**config.mk**
```make
export PLATFORM = sky130hd
export DESIGN_NAME = qproc_time_arb_flat
export DESIGN_NICKNAME = d
export VERILOG_FILES = /design/src/rtl/qproc_time_arb_if.sv /design/src/rtl/qproc_time_arb.sv /design/src/flat_wrapper.sv
export SDC_FILE = /design/constraint.sdc
export NUM_CORES = 1
export LEC_CHECK = 0
export BUFFER_PORTS_ARGS = -buffer_cell sky130_fd_sc_hd__clkbuf_2
export CORE_MARGIN = 4
export CORE_UTILIZATION = 30
export CTS_BUF_LIST = sky130_fd_sc_hd__clkbuf_2
export DETAILED_ROUTE_END_ITERATION = 12
export PLACE_DENSITY_LB_ADDON = 0.25
export SYNTH_ARGS = -nofsm -noshare
export SYNTH_HDL_FRONTEND = slang
export SYNTH_SLANG_ARGS = --single-unit
```
**constraint.sdc**
```tcl
create_clock -name t_clk_i -period 1.8 [get_ports t_clk_i]
set_input_delay 0 -clock t_clk_i [delete_from_list [all_inputs] [get_ports t_clk_i]]
set_output_delay 0 -clock t_clk_i [all_outputs]
set_load 0.01 [all_outputs]
```
**src/rtl/qproc_time_arb_if.sv**
```systemverilog
// Requester command bus for the time-counter arbiter.
// Three requesters share one valid/ready handshake bundle.
interface qproc_time_arb_if;
  logic [2:0]  req_valid_i;
  logic [5:0]  req_op_i;
  logic [95:0] req_dt_i;
  logic [2:0]  req_ready_o;

  modport master (
    output req_valid_i,
    output req_op_i,
    output req_dt_i,
    input  req_ready_o
  );

  modport slave (
    input  req_valid_i,
    input  req_op_i,
    input  req_dt_i,
    output req_ready_o
  );
endinterface

```
**src/rtl/qproc_time_arb.sv**
```systemverilog
// Time-command arbiter/sequencer for the 48-bit time counter.
// Grants one command and holds it for the controller's window.
module qproc_time_arb #(
  parameter bit RR = 1'b0
) (
  input  logic              t_clk_i,
  input  logic              t_rst_i,
  qproc_time_arb_if.slave   req,
  output logic              time_rst_o,
  output logic              time_init_o,
  output logic              time_updt_o,
  output logic              time_en_o,
  output logic [31:0]       updt_dt_o,
  output logic              busy_o,
  output logic [1:0]        last_src_o,
  output logic [15:0]       cmd_cnt_o
);

  typedef enum logic [1:0] {
    ST_IDLE,
    ST_ISSUE,
    ST_HOLD
  } st_t;

  localparam logic [1:0] OP_RST  = 2'b00;
  localparam logic [1:0] OP_INIT = 2'b01;
  localparam logic [1:0] OP_UPDT = 2'b10;
  localparam logic [1:0] OP_RUN  = 2'b11;

  st_t         state;
  logic [1:0]  op_q;
  logic        hold_q;
  logic [2:0]  gnt;
  logic [1:0]  sel;
  logic        found;
  logic [1:0]  c0;
  logic [1:0]  c1;
  logic [1:0]  c2;
  logic        acc;
  logic [1:0]  op_in;
  logic [31:0] dt_in;

  function automatic logic [1:0] inc3(
    input logic [1:0] a
  );
    return (a == 2'd2) ? 2'd0 : a + 2'd1;
  endfunction

  assign c0 = inc3(last_src_o);
  assign c1 = inc3(c0);
  assign c2 = inc3(c1);

  always_comb begin
    sel   = 2'd0;
    found = 1'b0;
    if (RR) begin
      if (req.req_valid_i[c0]) begin
        sel   = c0;
        found = 1'b1;
      end else if (req.req_valid_i[c1]) begin
        sel   = c1;
        found = 1'b1;
      end else if (req.req_valid_i[c2]) begin
        sel   = c2;
        found = 1'b1;
      end
    end else begin
      if (req.req_valid_i[2]) begin
        sel   = 2'd2;
        found = 1'b1;
      end else if (req.req_valid_i[1]) begin
        sel   = 2'd1;
        found = 1'b1;
      end else if (req.req_valid_i[0]) begin
        sel   = 2'd0;
        found = 1'b1;
      end
    end
  end

  always_comb begin
    gnt = 3'b000;
    if (found && state == ST_IDLE
        && !t_rst_i) begin
      gnt = 3'b001 << sel;
    end
  end

  assign req.req_ready_o = gnt;
  assign acc   = |gnt;
  assign op_in = req.req_op_i[{sel, 1'b0} +: 2];
  assign dt_in = req.req_dt_i[{sel, 5'b0} +: 32];
  assign busy_o = (state != ST_IDLE);

  always_ff @(posedge t_clk_i) begin
    if (t_rst_i) begin
      state       <= ST_IDLE;
      op_q        <= OP_RST;
      hold_q      <= 1'b0;
      time_rst_o  <= 1'b0;
      time_init_o <= 1'b0;
      time_updt_o <= 1'b0;
      time_en_o   <= 1'b0;
      updt_dt_o   <= '0;
      last_src_o  <= 2'd2;
      cmd_cnt_o   <= '0;
    end else begin
      unique case (state)
        ST_IDLE: begin
          if (acc) begin
            op_q        <= op_in;
            updt_dt_o   <= dt_in;
            last_src_o  <= sel;
            cmd_cnt_o   <= cmd_cnt_o + 16'd1;
            state       <= ST_ISSUE;
            time_rst_o  <= (op_in == OP_RST);
            time_init_o <= (op_in == OP_INIT);
            time_updt_o <= (op_in == OP_UPDT);
            // controller counts right after loading the offset
            if (op_in == OP_INIT)
              time_en_o <= 1'b1;
            if (op_in == OP_RUN)
              time_en_o <= dt_in[0];
          end
        end
        ST_ISSUE: begin
          time_rst_o  <= 1'b0;
          time_init_o <= 1'b0;
          time_updt_o <= 1'b0;
          if (op_q == OP_RUN) begin
            state <= ST_IDLE;
          end else begin
            state  <= ST_HOLD;
            hold_q <= (op_q == OP_INIT);
          end
        end
        ST_HOLD: begin
          if (hold_q)
            hold_q <= 1'b0;
          else
            state <= ST_IDLE;
        end
        default: state <= ST_IDLE;
      endcase
    end
  end

endmodule

```
**src/flat_wrapper.sv**
```systemverilog
// flat-port wrapper written by rule: the top's interface ports become plain ports
module qproc_time_arb_flat 
#(
  parameter bit RR = 1'b0
)
  (t_clk_i, t_rst_i, time_rst_o, time_init_o, time_updt_o, time_en_o, updt_dt_o, busy_o, last_src_o, cmd_cnt_o, req_req_valid_i, req_req_op_i, req_req_dt_i, req_req_ready_o);
  qproc_time_arb_if req_i ();
  input  logic t_clk_i;
  input  logic t_rst_i;
  output logic time_rst_o;
  output logic time_init_o;
  output logic time_updt_o;
  output logic time_en_o;
  output logic [31:0] updt_dt_o;
  output logic busy_o;
  output logic [1:0] last_src_o;
  output logic [15:0] cmd_cnt_o;
  input wire logic [$bits(req_i.req_valid_i)-1:0] req_req_valid_i;
  input wire logic [$bits(req_i.req_op_i)-1:0] req_req_op_i;
  input wire logic [$bits(req_i.req_dt_i)-1:0] req_req_dt_i;
  output wire logic [$bits(req_i.req_ready_o)-1:0] req_req_ready_o;
  assign req_i.req_valid_i = req_req_valid_i;
  assign req_i.req_op_i = req_req_op_i;
  assign req_i.req_dt_i = req_req_dt_i;
  assign req_req_ready_o = req_i.req_ready_o;
  qproc_time_arb #(.RR(RR)) u_core (.t_clk_i(t_clk_i), .t_rst_i(t_rst_i), .req(req_i), .time_rst_o(time_rst_o), .time_init_o(time_init_o), .time_updt_o(time_updt_o), .time_en_o(time_en_o), .updt_dt_o(updt_dt_o), .busy_o(busy_o), .last_src_o(last_src_o), .cmd_cnt_o(cmd_cnt_o));
endmodule
```
* After elaboration in Yosys (flattened, before gate mapping)
Cells that the tools add are included.
** Word-level totals
- Register bits after elaboration :: 59
- Output and inout port bits :: 58
- Bits of input ports :: 107
- Word-level logic and storage cells :: 59
** Operators by class
- Shift operators :: 3
- $add $sub $neg :: 1
- Multiplexer cells :: 20
- Equality and inequality tests :: 10
- Reduce and logical (&&, ||, !) cells :: 15
** Operator list (count)
- $shiftx 96x8->32 :: 1
- $add 16x1->16 const B :: 1
- $mux 1 :: 10
- $eq 2x2->1 const B :: 4
- $mux 2 :: 4
- $pmux 1 s2 :: 4
- $reduce_and 2->1 :: 4
- $reduce_bool 2->1 :: 4
- $eq 2x1->1 const B :: 3
- $pmux 2 s3 :: 1
- $shiftx 6x4->2 :: 1
- $logic_not 2->1 :: 2
- $ne 2x2->1 const B :: 2
- $mux 3 :: 1
- $reduce_and 3->1 :: 1
- $reduce_or 3->1 :: 1
- $shl 1x2->3 const A :: 1
- $logic_and 1x1->1 :: 2
- $ne 2x1->1 const B :: 1
- $logic_not 1->1 :: 1

* Logic depth before layout (Yosys ltp)
Gate-level depths: netlist of the first run.
- Depth in word-level cells :: 9
- Gate-level depth with buffers :: 7
- Gate-level depth less buffers :: 5

* Least setup slack after synthesis of the first run
No wires, ideal clock.
- Path kind :: register -> register
- Start point :: register u_core.state[0]
- End point :: register u_core.cmd_cnt_o[15]
- Buffers on the path :: 1
- Period minus slack after synthesis :: 1.930 ns
- Arrival :: 1.859 ns
- Setup slack :: -0.130 ns
- Data required time :: 1.729 ns
- Library setup time :: 0.071 ns
- Cell stages (with the launch flop) :: 6
- Cell sequence :: dfxtp_1 > or3_4 > or4_1 > clkbuf_2 > or3_1 > a21oi_1
** On the way
- Word-level cells in the longest chain between the ends :: 6
** RTL lines
- start: declaration :: RTL line qproc_time_arb.sv:30 : st_t state;
- start signal: assignment :: RTL line qproc_time_arb.sv:97 : state <= ST_IDLE;
- start signal: assignment :: RTL line qproc_time_arb.sv:115 : state <= ST_ISSUE;
- start signal: assignment :: RTL line qproc_time_arb.sv:131 : state <= ST_IDLE;
- $logic_not 2->1 * :: RTL line qproc_time_arb.sv:83, qproc_time_arb.sv:108
- $logic_and 1x1->1 :: RTL line qproc_time_arb.sv:83 : if (found && state == ST_IDLE
- $logic_and 1x1->1 :: RTL line qproc_time_arb.sv:84 : && !t_rst_i) begin
- $mux 3 :: RTL line qproc_time_arb.sv:83
- $reduce_or 3->1 :: RTL line qproc_time_arb.sv:90 : assign acc = |gnt;
- $reduce_and 2->1 (no line) *
- end signal: assignment :: RTL line qproc_time_arb.sv:114 : cmd_cnt_o <= cmd_cnt_o + 16'd1;
- end: declaration :: RTL line qproc_time_arb.sv:16 : output logic [15:0] cmd_cnt_o
Every way passes the cells marked *; elsewhere a longest branch is shown, timed or not.
A chain may end at the register's enable or synchronous reset.

* Worst setup path after layout of the first run
- Start point :: register u_core.state[1]
- End point :: register u_core.cmd_cnt_o[7]
The elaborated chain is that of the path after synthesis.

==> results of run 1 <==
## repair_timing
item	CTS	global route
endpoints found under the setup margin	7	6
endpoints found under the hold margin	53	0
cloned	2	0
pin swaps	0	2
hold buffers	66	0
buffers inserted	1	1
gates resized for setup	7	11
## per-layer routing
layer  track usage  wire length (um)
met5             0                 0
met4        0.0675               153
met3        0.0472               650
met2         0.307              4950
met1         0.197              4020
## cell type report
type | count | area, um^2
multi-input cells | 265 | 1590
clock inverters | 5 | 21.3
clock buffers | 10 | 50.0
well taps | 129 | 161
fillers | 892 | 4500
inverters | 6 | 22.5
flip-flops and latches | 59 | 1180
repair buffers | 249 | 1710
## registers in the layout (all words and copies together) (netlist names)
| name | count |
|---|---|
| u_core.updt_dt_o | 32 |
| u_core.time_rst_o | 1 |
| u_core.cmd_cnt_o | 16 |
| u_core.hold_q | 1 |
| u_core.time_updt_o | 1 |
| u_core.last_src_o | 2 |
| u_core.state | 2 |
| u_core.time_en_o | 1 |
| u_core.op_q | 2 |
| u_core.time_init_o | 1 |
## worst max-delay path, stage by stage, from the launching register on
cell	delay, ns
dfxtp_2	0.35
or3_4	0.36
or4_4	0.54
or3_1	0.33
a21oi_1	0.14
## cell usage after synthesis (all sizes together), types with 2 or more instances
cell type,number
a21oi,45
and4,3
buf,6
clkbuf,21
clkinv,2
dfxtp,59
inv,4
mux2i,34
nand2,15
nand2b,2
nand3,44
nand4,3
nor2,38
nor3,5
o21ai,45
or3,11
xnor2,5
## cell families (layout without fill, tap and decap cells)
group           count (synthesis)  count (layout)  synth area share
mux                            35              35             0.124
buf+inv                        33             270            0.0445
flops                          59              59             0.416
fa+ha+maj                       1               1           0.00441
xor+xnor                        6               6            0.0185
compound gates                 96              96             0.175
simple gates                  127             127             0.217
## where the power goes
part / switching [mW] / leakage [nW] / total [mW] / internal [mW]
combinational: 0.415 / 1.67 / 0.887 / 0.472
sequential: 0.0607 / 0.485 / 1.48 / 1.42
clock: 0.460 / 0.0541 / 0.623 / 0.163
## layout by cell type, fill, tap and decap left out, types with 3 or more instances in the layout
| cell | count |
|---|---|
| dlygate4sd3_1 | 66 |
| mux2i_1 | 34 |
| o21ai_0 | 44 |
| clkinv_1 | 5 |
| buf_4 | 12 |
| nand4_1 | 3 |
| inv_1 | 4 |
| buf_6 | 3 |
| dfxtp_1 | 57 |
| xnor2_1 | 5 |
| a21oi_1 | 44 |
| and4_1 | 3 |
| nor2_1 | 38 |
| or3_1 | 9 |
| nor3_1 | 3 |
| nand3_1 | 44 |
| clkbuf_2 | 172 |
| nand2_1 | 14 |
## worst max-delay path by stage
stage	start	endpoint	slack, ns	cells past startpoint
floorplan	u_core.state[1]	u_core.cmd_cnt_o[9]	-0.003	5
global placement	u_core.state[1]	u_core.cmd_cnt_o[13]	0.01	5
detailed placement	u_core.state[1]	u_core.cmd_cnt_o[15]	-0.02	4
CTS	u_core.state[0]	req_req_ready_o[0]	0.002	7
global route	u_core.state[1]	u_core.cmd_cnt_o[13]	-0.03	4
finish	u_core.state[1]	u_core.cmd_cnt_o[7]	0.03	4
==> flow_summary.ini, run 1 <==
[die]
fp.dieW_um = 105
die_h_um = 105
design.core.area_um2 = 9240
die_area_um2 = 11100
rows = 35
io_pins = 165
start_util = 0.307

[layout]
final_nets = 698
fin_cells = 723
areaGrowthSynthToFinish_pct = 67.1
final_area_um2 = 4740
fin_util = 0.513
layout-drive-gt1-share = 0.348
diodes = 0

[clocking]
cts_tree = yes
cts_buffers = 9
cts_sinks = 59
clock_latency_ns = 0.45
clkTransAtPathRegs_ns = 0.16
htreeDepth = 3
cts_max_path_buffers = 2
cts_root_buffer = clkbuf_2

[global_route]
antenna_found_initial = 0
gr-total-overflow = 0
grt_max_degree = 70
track_usage = 0.174
first_global_vias = 3448
grt_pass1_wl_um = 15900

[yosys]
avgSynthCellArea_um2 = 7.95
synth_edf_count = 0
yosysTopAreaCellShare = 0.416
yosysSeqAreaShare = 0.416
synth_area_leaders = dfxtp_1, mux2i_1, a21oi_1
synth_area_um2 = 2840
ys_ff_latch = 59
synth_cell_types = 35
async_flop_share = 0
synth_nets = 465
ys.flop_type = dfxtp_1
netlist_instances = 357
yosysWarnings = 0
synth_top_area_cell = dfxtp_1

[timing]
hold_slack_ns = 0.0767
slew_viol_final = 0
max_freq_mhz = 564
rsz0062_at_grt = yes
finalHoldViolCount = 0
fin_crit_ns = 1.77
post-route-period-util = 0.984
skew_ns = 0.0163
setup_tns_ns = 0
setup_viol = 0
slew_headroom = 0.523
finalWorstSetupSlack_ns = 0.0284
worst_pin_slew_ns = 0.708

[placement]
gp_congestion = 0.793
dp_hpwl_um = 6730
numPortBuffers = 164
placed_area_um2 = 3880
dpl.cell_count = 639
place_ws_ns = -0.0193

[job]
max-cap-violations = 0

[pwr]
p_leak_nw = 2.21
powerDensity_nw_per_um2 = 630
fin_total_pwr_mw = 2.99
ir_worst_vdd_mv = 0.242

[hold_path]
min_path_type = primary input to register
hp-start = req_req_op_i[5]
holdPathEnd = u_core.time_rst_o
worstHoldPathCells = 4

[critical_path]
reg2regPathDepth = 4
start_kind = register
critPathArrivalTime_ns = 2.17
required_ns = 2.20
r2r-end = u_core.cmd_cnt_o[7]
critPathKind = register to register
path_max_fanout = 9
r2r-start = u_core.state[1]
cp-end-kind = register
reg2reg_slack_ns = 0.03

[drt]
drc = 0
dr.pass1.iters = 4
finalWirelength_um = 9770
via_per_inst = 4.74
drt-wirelength-per-cell_um = 13.5
drtIter0Drc = 89
vias = 3426
ant_nets = 0

[status]
outcome = completed
(Power assumes the default switching activity.)
==> run 2, diff against run 1 <==
--- a/config.mk
+++ b/config.mk
@@ -8,7 +8,6 @@
 export BUFFER_PORTS_ARGS = -buffer_cell sky130_fd_sc_hd__clkbuf_2
 export CORE_MARGIN = 4
 export CORE_UTILIZATION = 30
-export CTS_BUF_LIST = sky130_fd_sc_hd__clkbuf_2
 export DETAILED_ROUTE_END_ITERATION = 12
 export PLACE_DENSITY_LB_ADDON = 0.25
 export SYNTH_ARGS = -nofsm -noshare
==> run 2 against run 1 <==
  * Global-route usage shrank 1.6 points
  * Cell area is 6.4% lower
  * Fmax grew 1.1%
  * Sequential power barely moved
  * Power up 11%
  * Register-to-register slack improved by 0.02 ns
  * Utilization decreased by 3.3 points
  * Worst hold slack got worse by 0.042 ns
  * Critical endpoint unchanged
  * Highest routed layer unchanged
==> flow_summary.ini, run 2 (synthesized netlist as in run 1, its figures left out) <==
[layout]
fin_cells = 687
final_nets = 662
final_cell_mix = clkbuf_2, dfxtp_1, nand3_1, a21oi_1, o21ai_0
mostFrequentLayoutCell = clkbuf_2
top_register = u_core.updt_dt_o
diodes = 0
largest_reg_flops = 32
layout-drive-gt1-share = 0.367
largestRegisters = u_core.updt_dt_o x32, u_core.cmd_cnt_o x16
fin_util = 0.481
areaGrowthSynthToFinish_pct = 56.4

[critical_path]
path_max_fanout = 9
reg2regPathDepth = 4
critPathArrivalTime_ns = 2.01
required_ns = 2.06
cp-end-kind = register
crit_chain = or3_4, or4_4, or3_1, a21oi_1
max_stage_delay_ns = 0.53
reg2reg_slack_ns = 0.05
crit_cells = 4
slowest_stage = or4_4
worstPathBufferInverterCount = 0
critPathKind = register to register
r2r-start = u_core.state[1]
start_kind = register
r2r-end = u_core.cmd_cnt_o[7]
crit_family = simple AND/OR/NAND/NOR gates

[drt]
via_per_inst = 4.69
drc = 0
finalWirelength_um = 9240
dr.pass1.iters = 4
drtIter0Drc = 107
vias = 3222
ant_nets = 0
drt-wirelength-per-cell_um = 13.4

[clocking]
htreeDepth = 3
cts_tree = yes
clock_latency_ns = 0.32
clkTransAtPathRegs_ns = 0.07
cts_max_path_buffers = 2
cts_sinks = 59
cts_root_buffer = clkbuf_8
cts_buffers = 9

[pwr]
powerDensity_nw_per_um2 = 750
ir_worst_vdd_mv = 0.372
p_leak_nw = 2.08

[placement]
gp_congestion = 0.793
dp_hpwl_um = 6730
numPortBuffers = 164
dpl.cell_count = 639

[timing]
slew_headroom = 0.535
post-route-period-util = 0.973
skew_ns = 0.00786
slew_viol_final = 0
max_freq_mhz = 571
setup_viol = 0
finalHoldViolCount = 0
fin_crit_ns = 1.75
rsz0062_at_grt = yes
worst_pin_slew_ns = 0.690
setup_tns_ns = 0

[die]
fp.dieW_um = 105
rows = 35
io_pins = 165
die_area_um2 = 11100
design.core.area_um2 = 9240
die_h_um = 105
start_util = 0.307

[global_route]
grt_max_degree = 77
first_global_vias = 3136
gr-total-overflow = 0
antenna_found_initial = 0
track_usage = 0.157
grt_pass1_wl_um = 14400

[job]
max-cap-violations = 0

[hold_path]
worstHoldPathCells = 3
hp-start = req_req_dt_i[64]
min_path_type = primary input to register
holdPathEnd = u_core.updt_dt_o[0]

[status]
outcome = completed
==> run 2: changes by cell type in the layout (fill, tap and decap cells not counted), sizes merged <==
cell	delta
bufbuf	-2
dlygate4sd3	-35
clkbuf	+7
buf	-3
clkinv	-3
==> run 2: how the worst max path moves through the flow <==
stage / from / endpoint
2_1_floorplan: u_core.state[1] / u_core.cmd_cnt_o[9]
3_3_place_gp: u_core.state[1] / u_core.cmd_cnt_o[13]
3_5_place_dp: u_core.state[1] / u_core.cmd_cnt_o[15]
4_1_cts: u_core.state[0] / req_req_ready_o[0]
5_1_grt: u_core.state[1] / u_core.cmd_cnt_o[15]
6_report: u_core.state[1] / u_core.cmd_cnt_o[7]
==> run 2: worst reg2reg max path, stage by stage, from the launching register on <==
cell     delay, ns
dfxtp_2       0.32
or3_4         0.36
or4_4         0.54
or3_1         0.33
a21oi_1       0.14
==> run 2: per-layer routing <==
metal	GRT usage	share of wire
met1	0.184	0.42
met2	0.271	0.49
met3	0.0453	0.072
met4	0.0609	0.014
met5	0	0
==> run 2: through the flow <==
stage	setup slack (ns)	hold slack, ns	instance area [um^2]	power [mW]
CTS	0.0120	0.0198	4380	3.34
global route	-0.00650	0.0858	4440	3.51
floorplan	-0.00342	0.184	2840	1.85
finish	0.0484	0.0351	4440	3.33
detailed placement	-0.0193	0.287	3880	2.19
global placement	0.0142	0.276	3880	2.17
==> run 2: repair_timing <==
action,4_1_cts,5_1_grt
hold buffers,31,0
pin swaps,0,1
endpoints found under the hold margin,31,0
buffers inserted,0,0
cloned,0,2
setup endpoints to repair,6,4
gates resized for setup,2,5
==> run 2: report_power, final <==
group	switching (mW)	internal, mW	total, mW
registers	0.0606	1.42	1.48
logic	0.388	0.373	0.762
clock network	0.489	0.601	1.09
total	0.938	2.39	3.33
==> run 2: layout make-up <==
| cell class | count | area [um^2] |
|---|---|---|
| fill | 924 | 4800 |
| multi-input combinational | 265 | 1560 |
| timing repair buffer | 213 | 1340 |
| sequential | 59 | 1180 |
| clock buffer | 13 | 169 |
| tap | 129 | 161 |
| inverter | 6 | 22.5 |
| clock inverter | 2 | 10.0 |
